--- src/rtl/fwd_scoreboard_pkg.sv ---
// rtl/fwd_scoreboard_pkg.sv - shared constants, tag-entry record and select-width helper
package fwd_scoreboard_pkg;

  localparam int FWD_SEL_RF = 0;

  // Tag entries carry rd at a fixed maximum width; narrower register files zero-extend.
  localparam int TAG_RD_MAX_W = 8;

  typedef struct packed {
    logic                    valid;
    logic                    regwrite;
    logic                    load;
    logic [TAG_RD_MAX_W-1:0] rd;
  } tagEntry_t;

  function automatic int minSelW(input int depth);
    return (depth < 1) ? 1 : $clog2(depth + 1);
  endfunction

endpackage

--- src/rtl/fwd_match_slice.sv ---
// rtl/fwd_match_slice.sv - per-operand youngest-producer scan over the tag pipeline
module fwd_match_slice
  import fwd_scoreboard_pkg::*;
#(
  parameter int REG_ADDR_W = 5,
  parameter int DEPTH      = 2,
  parameter int LOAD_STAGE = 2,
  parameter int SEL_W      = 2
) (
  input  tagEntry_t [DEPTH-1:0]      entries,
  input  logic      [REG_ADDR_W-1:0] srcAddr,
  input  logic                       srcUsed,
  output logic      [SEL_W-1:0]      sel,
  output logic                       notReady
);

  logic [TAG_RD_MAX_W-1:0] srcExt;
  logic [DEPTH-1:0]        cand;

  assign srcExt = TAG_RD_MAX_W'(srcAddr);

  always_comb begin
    cand = '0;
    for (int k = 0; k < DEPTH; k++) begin
      cand[k] = srcUsed && entries[k].valid && entries[k].regwrite &&
                (entries[k].rd != '0) && (entries[k].rd == srcExt);
    end
  end

  // Only the youngest match counts; an unready youngest never falls back to an older one.
  always_comb begin
    logic found;
    found    = 1'b0;
    sel      = SEL_W'(FWD_SEL_RF);
    notReady = 1'b0;
    for (int k = 0; k < DEPTH; k++) begin
      if (!found && cand[k]) begin
        found = 1'b1;
        if (!entries[k].load || (k + 1) >= LOAD_STAGE) sel = SEL_W'(k + 1);
        else notReady = 1'b1;
      end
    end
  end

endmodule

--- src/rtl/fwd_scoreboard.sv ---
// rtl/fwd_scoreboard.sv - forwarding select and load-use stall unit with its own tag pipeline
// Optional stall-cycle counter output enabled by FWD_SCOREBOARD_STATS_EN.
module fwd_scoreboard
  import fwd_scoreboard_pkg::*;
#(
  parameter int REG_ADDR_W = 5,
  parameter int NUM_SRC    = 2,
  parameter int DEPTH      = 2,
  parameter int LOAD_STAGE = 2,
  parameter int SEL_W      = 2
) (
  input  logic                          clk_i,
  input  logic                          rst_i,
  input  logic                          issue_valid_i,
  input  logic                          issue_regwrite_i,
  input  logic                          issue_load_i,
  input  logic [REG_ADDR_W-1:0]         issue_rd_i,
  input  logic [NUM_SRC*REG_ADDR_W-1:0] src_addr_i,
  input  logic [NUM_SRC-1:0]            src_used_i,
  input  logic                          stall_i,
  input  logic                          flush_i,
  output logic [NUM_SRC*SEL_W-1:0]      fwd_sel_o,
  output logic                          hazard_stall_o,
  output logic [DEPTH-1:0]              stage_valid_o
`ifdef FWD_SCOREBOARD_STATS_EN
  ,
  output logic [15:0]                   stall_cnt_o
`endif
);

  if (LOAD_STAGE < 1 || LOAD_STAGE > DEPTH) begin : gBadLoadStage
    $error("fwd_scoreboard: LOAD_STAGE must lie in 1..DEPTH");
  end
  if (SEL_W < minSelW(DEPTH)) begin : gBadSelW
    $error("fwd_scoreboard: SEL_W too narrow for DEPTH");
  end
  if (REG_ADDR_W > TAG_RD_MAX_W) begin : gBadRegW
    $error("fwd_scoreboard: REG_ADDR_W exceeds tag rd width");
  end

  tagEntry_t [DEPTH-1:0] entries;
  tagEntry_t             issueEntry;
  logic [NUM_SRC-1:0]    notReady;

  always_comb begin
    issueEntry          = '0;
    issueEntry.valid    = issue_valid_i;
    issueEntry.regwrite = issue_regwrite_i;
    issueEntry.load     = issue_load_i;
    issueEntry.rd       = TAG_RD_MAX_W'(issue_rd_i);
  end

  for (genvar j = 0; j < NUM_SRC; j++) begin : gSrc
    fwd_match_slice #(
      .REG_ADDR_W (REG_ADDR_W),
      .DEPTH      (DEPTH),
      .LOAD_STAGE (LOAD_STAGE),
      .SEL_W      (SEL_W)
    ) uSlice (
      .entries  (entries),
      .srcAddr  (src_addr_i[j*REG_ADDR_W +: REG_ADDR_W]),
      .srcUsed  (src_used_i[j]),
      .sel      (fwd_sel_o[j*SEL_W +: SEL_W]),
      .notReady (notReady[j])
    );
  end

  assign hazard_stall_o = issue_valid_i && (|notReady);

  always_comb begin
    stage_valid_o = '0;
    for (int k = 0; k < DEPTH; k++) begin
      stage_valid_o[k] = entries[k].valid && entries[k].regwrite && (entries[k].rd != '0);
    end
  end

  // Flush overrides a freeze for entry1 only; older entries still respect stall_i.
  always_ff @(posedge clk_i or posedge rst_i) begin
    if (rst_i) begin
      entries <= '0;
    end else begin
      if (flush_i || !stall_i) begin
        if (flush_i || hazard_stall_o) entries[0] <= '0;
        else                           entries[0] <= issueEntry;
      end
      if (!stall_i) begin
        for (int k = 1; k < DEPTH; k++) entries[k] <= entries[k-1];
      end
    end
  end

`ifdef FWD_SCOREBOARD_STATS_EN
  logic [15:0] stallCnt;

  always_ff @(posedge clk_i or posedge rst_i) begin
    if (rst_i) begin
      stallCnt <= '0;
    end else if (hazard_stall_o && !stall_i && stallCnt != 16'hFFFF) begin
      stallCnt <= stallCnt + 16'd1;
    end
  end

  assign stall_cnt_o = stallCnt;
`endif

endmodule

--- config.mk ---
export PLATFORM = sky130hd
export DESIGN_NAME = fwd_scoreboard
export DESIGN_NICKNAME = d
export VERILOG_FILES = /design/src/rtl/fwd_scoreboard_pkg.sv /design/src/rtl/fwd_match_slice.sv /design/src/rtl/fwd_scoreboard.sv
export SDC_FILE = /design/constraint.sdc
export NUM_CORES = 1
export LEC_CHECK = 0
export BUFFER_PORTS_ARGS = -buffer_cell sky130_fd_sc_hd__buf_2
export CAP_MARGIN = 20
export CORE_MARGIN = 4
export CORE_UTILIZATION = 49
export CTS_CLUSTER_DIAMETER = 200
export CTS_CLUSTER_SIZE = 10
export DETAILED_ROUTE_END_ITERATION = 16
export PLACE_DENSITY = 0.77
export SLEW_MARGIN = 20
export SYNTH_ARGS = -nofsm -noshare
export SYNTH_HDL_FRONTEND = slang
export SYNTH_SLANG_ARGS = --single-unit
--- constraint.sdc ---
create_clock -name clk_i -period 2.1 [get_ports clk_i]
set_input_delay 0.21 -clock clk_i [delete_from_list [all_inputs] [get_ports clk_i]]
set_output_delay 0.21 -clock clk_i [all_outputs]
set_load 0.01 [all_outputs]
# Word level (Yosys, flattened, before mapping)

Cells that the tools add are included.

Word-level logic and storage cells: 53
Memories kept: 0
Bits in registers: 21
Bits of input ports: 24
Memory bits (read-only): 0
Bits in writable memories: 0
Latch bits: 0

$mul: 0
$lt $le $gt $ge: 0
Shift-type cells: 0
Div/mod/pow operators: 0
Reductions and logical operators: 31
Equal/unequal tests: 4
Add/subtract/negate cells: 0
Bitwise logic cells: 0
Multiplexer cells: 11

Operator list:

| operator                                 | count |
|---|---|
| 8-bit by 5-bit == test with 1-bit output | 4 |
| 1-bit logical AND                        | 23 |
| 8-bit nonzero test                       | 2 |
| 11-bit 2-to-1 mux                        | 1 |
| 1-bit 2-to-1 mux                         | 7 |
| 2-bit 2-to-1 mux                         | 3 |
| 1-bit zero test                          | 3 |
| 1-bit logical OR                         | 2 |
| 2-bit OR reduction                       | 1 |

# Logic depth before layout (Yosys ltp)

Word-level depth: 9
Depth in mapped cells: 6
Depth with buffers taken out: 6

# Cells and area by module

From an unflattened synthesis, not the netlist that was laid out.

Cell total of the unflattened synthesis: 96
Area, all modules: 1037.2 sq um

By module, submodules not included:

| module          | instances | cells an instance | area each (sq um) | seq. area each (sq um) |
|---|---|---|---|---|
| fwd_scoreboard  | 1         | 44                | 644.4             | 400.4 |
| fwd_match_slice | 2         | 26                | 196.4             | 0.0 |

# Worst setup path before layout

No wires, ideal clock.

Kind: reg-to-output
Start: reg, netlist name entries[2]
End: out fwd_sel_o[1]
Stages on the path, launching flop included: 5
Path slack: 0.394 ns
Arrival time: 1.496 ns
Data required time: 1.890 ns
Path through: dfrtp_1 > or4_1 > o211ai_2 > nor2_1 > nor3_1

Longest elaborated chain between the ends: 7
Elaborated cells between the ends (all ways): 8
Classes of those cells: eq/ne: 1; mux: 2; reduce/logical: 5

RTL lines:

| what                | RTL line              | text |
|---|---|---|
| 8-bit nonzero test  | fwd_match_slice.sv:26 | `(entries[k].rd != '0) && (entries[k].rd == srcExt);` |
| 1-bit logical AND   | fwd_match_slice.sv:25 | `cand[k] = srcUsed && entries[k].valid && entries[k].regwrite &&` |
| 1-bit logical AND * | fwd_match_slice.sv:26 |  |
| 1-bit 2-to-1 mux *  | fwd_match_slice.sv:37 | `if (!found && cand[k]) begin` |
| 1-bit zero test *   | fwd_match_slice.sv:37 |  |
| 1-bit logical AND * | fwd_match_slice.sv:37 |  |
| 2-bit 2-to-1 mux *  | fwd_match_slice.sv:37 |  |
| to (decl)           | fwd_scoreboard.sv:22  | `output logic [NUM_SRC*SEL_W-1:0] fwd_sel_o,` |

Mark *: on every way between the ends. The rest lies on a longest branch, timed or not.

# Final worst setup path

Start: reg, netlist name entries[2]
End: out fwd_sel_o[3]

Longest elaborated chain between the ends: 7
Elaborated cells between the ends (all ways): 8
Classes of those cells: eq/ne: 1; mux: 2; reduce/logical: 5

RTL lines:

| what                | RTL line |
|---|---|
| 8-bit nonzero test  | fwd_match_slice.sv:26 |
| 1-bit logical AND   | fwd_match_slice.sv:25 |
| 1-bit logical AND * | fwd_match_slice.sv:26 |
| 1-bit 2-to-1 mux *  | fwd_match_slice.sv:37 |
| 1-bit zero test *   | fwd_match_slice.sv:37 |
| 1-bit logical AND * | fwd_match_slice.sv:37 |
| 2-bit 2-to-1 mux *  | fwd_match_slice.sv:37 |

Marked as above.

==> summary.txt <==
Timing
  • Setup TNS: 0 ns
  • Slew HR: ~60%
  • Fin Clk Skew: 0.0118 ns
  • Max Slew Vio Count: 0
  • WHS: 0.144 ns
  • Hold Vio Cnt, Final: 0
  • Worst-margin pin slew: about 0.6 ns
  • Fin worst setup slack: around 0.026 ns
  • Final Critical Period: a little over 2 ns
  • Setup violations, final: 0
  • Final worst-path cycle share: a little over nine tenths
  • Fmax: 482 MHz
  • Unrepaired setup endpoints after global routing: yes

Final layout
  • Fin area: between 0.001 and 0.0015 sq mm
  • Largest registers: entries x15
  • Area of the multi-input gates: approximately 600 sq um
  • Non-filler cells, final: about 160
  • Fin nets: 157
  • N_diodes: 0
  • Share of layout cells above drive strength 1: between 40% and 50%
  • FF/Latch Area: 379 sq um
  • Filler instances: between 150 and 200
  • Max reg flops: 15
  • P&R area growth vs syn: 29.5%
  • Top reg by flops: entries
  • Fin util: 69.2%

Detailed routing
  • Post-Route WL: roughly 2300 um
  • # DRC: 0
  • DR vias: around 810
  • Via/cell ratio: ~5
  • TritonRoute pass-1 iters: 4
  • Drt wl/cell: roughly 14 um
  • Detailed Route Iter0 Violations: 16
  • Remaining antenna violation count: 0

Hold path
  • HP Start: issue_rd_i[0]
  • HP Class: input pin to flip-flop
  • Hold Path End: entries[0]
  • Hold depth: 3

Place
  • Number of I/O port buffers: 30
  • Inst Count DP: 148
  • Place WS: about 0.23 ns
  • Detailed placer's ending HPWL: between 1500 and 2000 um
  • RePlAce Congestion: roughly 0.74
  • Placed inst area: 0.00115 sq mm

Synthesis
  • Post-synth cell types: 25
  • Mux cell area share after synthesis: between 8 and 9%
  • Synth top area cells: dfrtp_1, xor2_1, mux2_2, nand2_1, nand3_4
  • FF+latch count, synth: 15
  • Mapped Avg Cell Area: 10.4 sq um
  • Warnings, synthesis: 0
  • Largest family of logic cells by synthesized area: simple AND/OR/NAND/NOR gates
  • Compound-gate portion of the synthesized area: about a tenth
  • Largest area contributor in the netlist: dfrtp_1
  • Post-Synth XOR/XNOR Area: between 10% and 20%
  • Sequential share of the synthesized area: around 39%
  • Synth Area in Adders: 0%
  • Simple-Gate Fraction of Synth Area: 22.3%
  • Post-Syn Instances: 93
  • Syn nets: around 120
  • Yosys top cell area share: 39.0%
  • Netlist Area Pre-Place: 963 sq um

Worst setup path
  • Crit path max-delay family: simple AND/OR/NAND/NOR gates
  • Reg2reg path depth: 7
  • CP bufs+invs: 1
  • Worst Path Arrival: around 1.9 ns
  • Crit start category: flip-flop
  • Nature of the critical path endpoint: output port
  • Critical R2R Launch: entries[2]
  • Reg2Reg Capture Point: entries[2]
  • Slowest-stage cell, CP: or4_4
  • CP max FO: 5
  • Flop-to-flop setup slack: slightly below 0.3 ns
  • WS Path Type: flip-flop to output port
  • Delay of the slowest critical-path stage: approximately 0.57 ns
  • Critical path, cell by cell: or4_4 -> o211ai_4 -> nor2_1 -> nor3_1 -> buf_2
  • CP Data Required Time: between 1.5 and 2 ns

GRT
  • GRT Residual Overflow: 0
  • First-pass GRT wire length: roughly 3700 um
  • Antenna violations before repair: 0
  • GRT Overall Usage: between 10% and 20%
  • Vias in the first global route: 818
  • Largest net degree at the start of global routing: 16

Status
  • Status: completed

Power
  • Total power: around 640 uW
  • Pwr dens: between 500 and 600 mW/mm^2
  • Leak: around 0.6 nW
  • Worst vdd ir: about 440 uV

Flow run
  • # Max-Cap Violations: 0

CTS
  • # H-tree levels: 1
  • Clk_lat worst skew: ~0.28 ns
  • CTS max path bufs: 2
  • CTS Sinks: 15
  • Clock slew at reported path FFs: around 0.09 ns
  • CTS tree: yes
  • CTS root buffer: clkbuf_4
  • Num CTS Buffers: 3

Floorplanning
  • Row count: 15
  • Initial core utilization: between 50% and 60%
  • Die Span Y: 52.3 um
  • Die footprint: around 0.0027 sq mm
  • I/O pins: 31
  • Die Width: between 50 and 60 um
  • Core area: between 0.0015 and 0.002 sq mm
cell families (layout without fill, tap and decap cells):
group | count (synthesis) | in the layout
simple gates | 34 | 34
xor+xnor | 20 | 20
flops | 15 | 15
compound gates | 12 | 12
mux | 7 | 7
buf+inv | 5 | 44
worst min-delay path, cell delays in order:
cell and delay, ns:
buf_2 0.09, nand2_1 0.04, o21ai_1 0.05
synth_stat cells:
| master | instances |
|---|---|
| nand3b_1 | 1 |
| o211ai_2 | 1 |
| mux2_2 | 7 |
| nor4_4 | 1 |
| inv_2 | 1 |
| o21ai_1 | 7 |
| or4_1 | 2 |
| o211ai_1 | 1 |
| nor4_2 | 1 |
| nor2_1 | 3 |
| xor2_1 | 16 |
| nand2_4 | 1 |
| nand2_1 | 14 |
| o41ai_2 | 1 |
| nand3_1 | 2 |
| nor4_1 | 2 |
| a21oi_2 | 1 |
| a211oi_4 | 1 |
| dfrtp_1 | 15 |
| clkbuf_1 | 1 |
| nand3_4 | 2 |
| nor3_1 | 4 |
| xnor2_1 | 4 |
| inv_1 | 3 |
| nor2b_1 | 1 |
routing by layer:
metal  GRT usage [%]  wire, um  vias up
met3            4.84       177        4
met4            6.81        21        0
li1                -         -      397
met5               0         0        -
met1            24.1       995      372
met2            28.3      1070       35
worst max-delay path by stage:
stage                           from        endpoint  depth (start not counted)
after global routing      entries[2]    fwd_sel_o[3]                          5
final                     entries[2]    fwd_sel_o[3]                          5
after detailed placement  entries[2]      entries[2]                          7
after floorplan           entries[2]    fwd_sel_o[1]                          4
after CTS                 entries[3]  hazard_stall_o                          5
after global placement    entries[2]      entries[1]                          7
layout make-up:
type	count	share of cell area, %
Clock buffer	4	2.11
Timing Repair Buffer	36	15.8
Sequential cell	15	30.4
Multi-Input combinational cell	73	47.9
Inverter	4	1.20
Tap cell	25	2.51
cells in the final DEF (no fill, tap or decap), drive strengths merged, types with 2 or more instances in the layout:
cell type | synthesis | layout
inv | 4 | 4
nand3 | 4 | 4
xnor2 | 4 | 4
nand2 | 15 | 15
o211ai | 2 | 2
nor4 | 4 | 4
mux2 | 7 | 7
or4 | 2 | 2
clkbuf | 1 | 4
nor3 | 4 | 4
o21ai | 7 | 7
xor2 | 16 | 16
nor2 | 3 | 3
dfrtp | 15 | 15
buf | 0 | 35
where the power goes:
part | switching, mW | internal, mW
clock network | 0.0900 | 0.0737
registers | 0.0265 | 0.309
logic | 0.0739 | 0.0699
what timing repair did:
| action | CTS | global route |
|---|---|---|
| gates resized for setup | 2 | 5 |
| setup endpoints to repair | 3 | 4 |
| endpoints found under the hold margin | 15 | 0 |
| pin swaps | 3 | 7 |
| buffers inserted | 2 | 2 |
| hold buffers | 1 | 0 |
No activity file was read; power rests on OpenSTA's default activity.
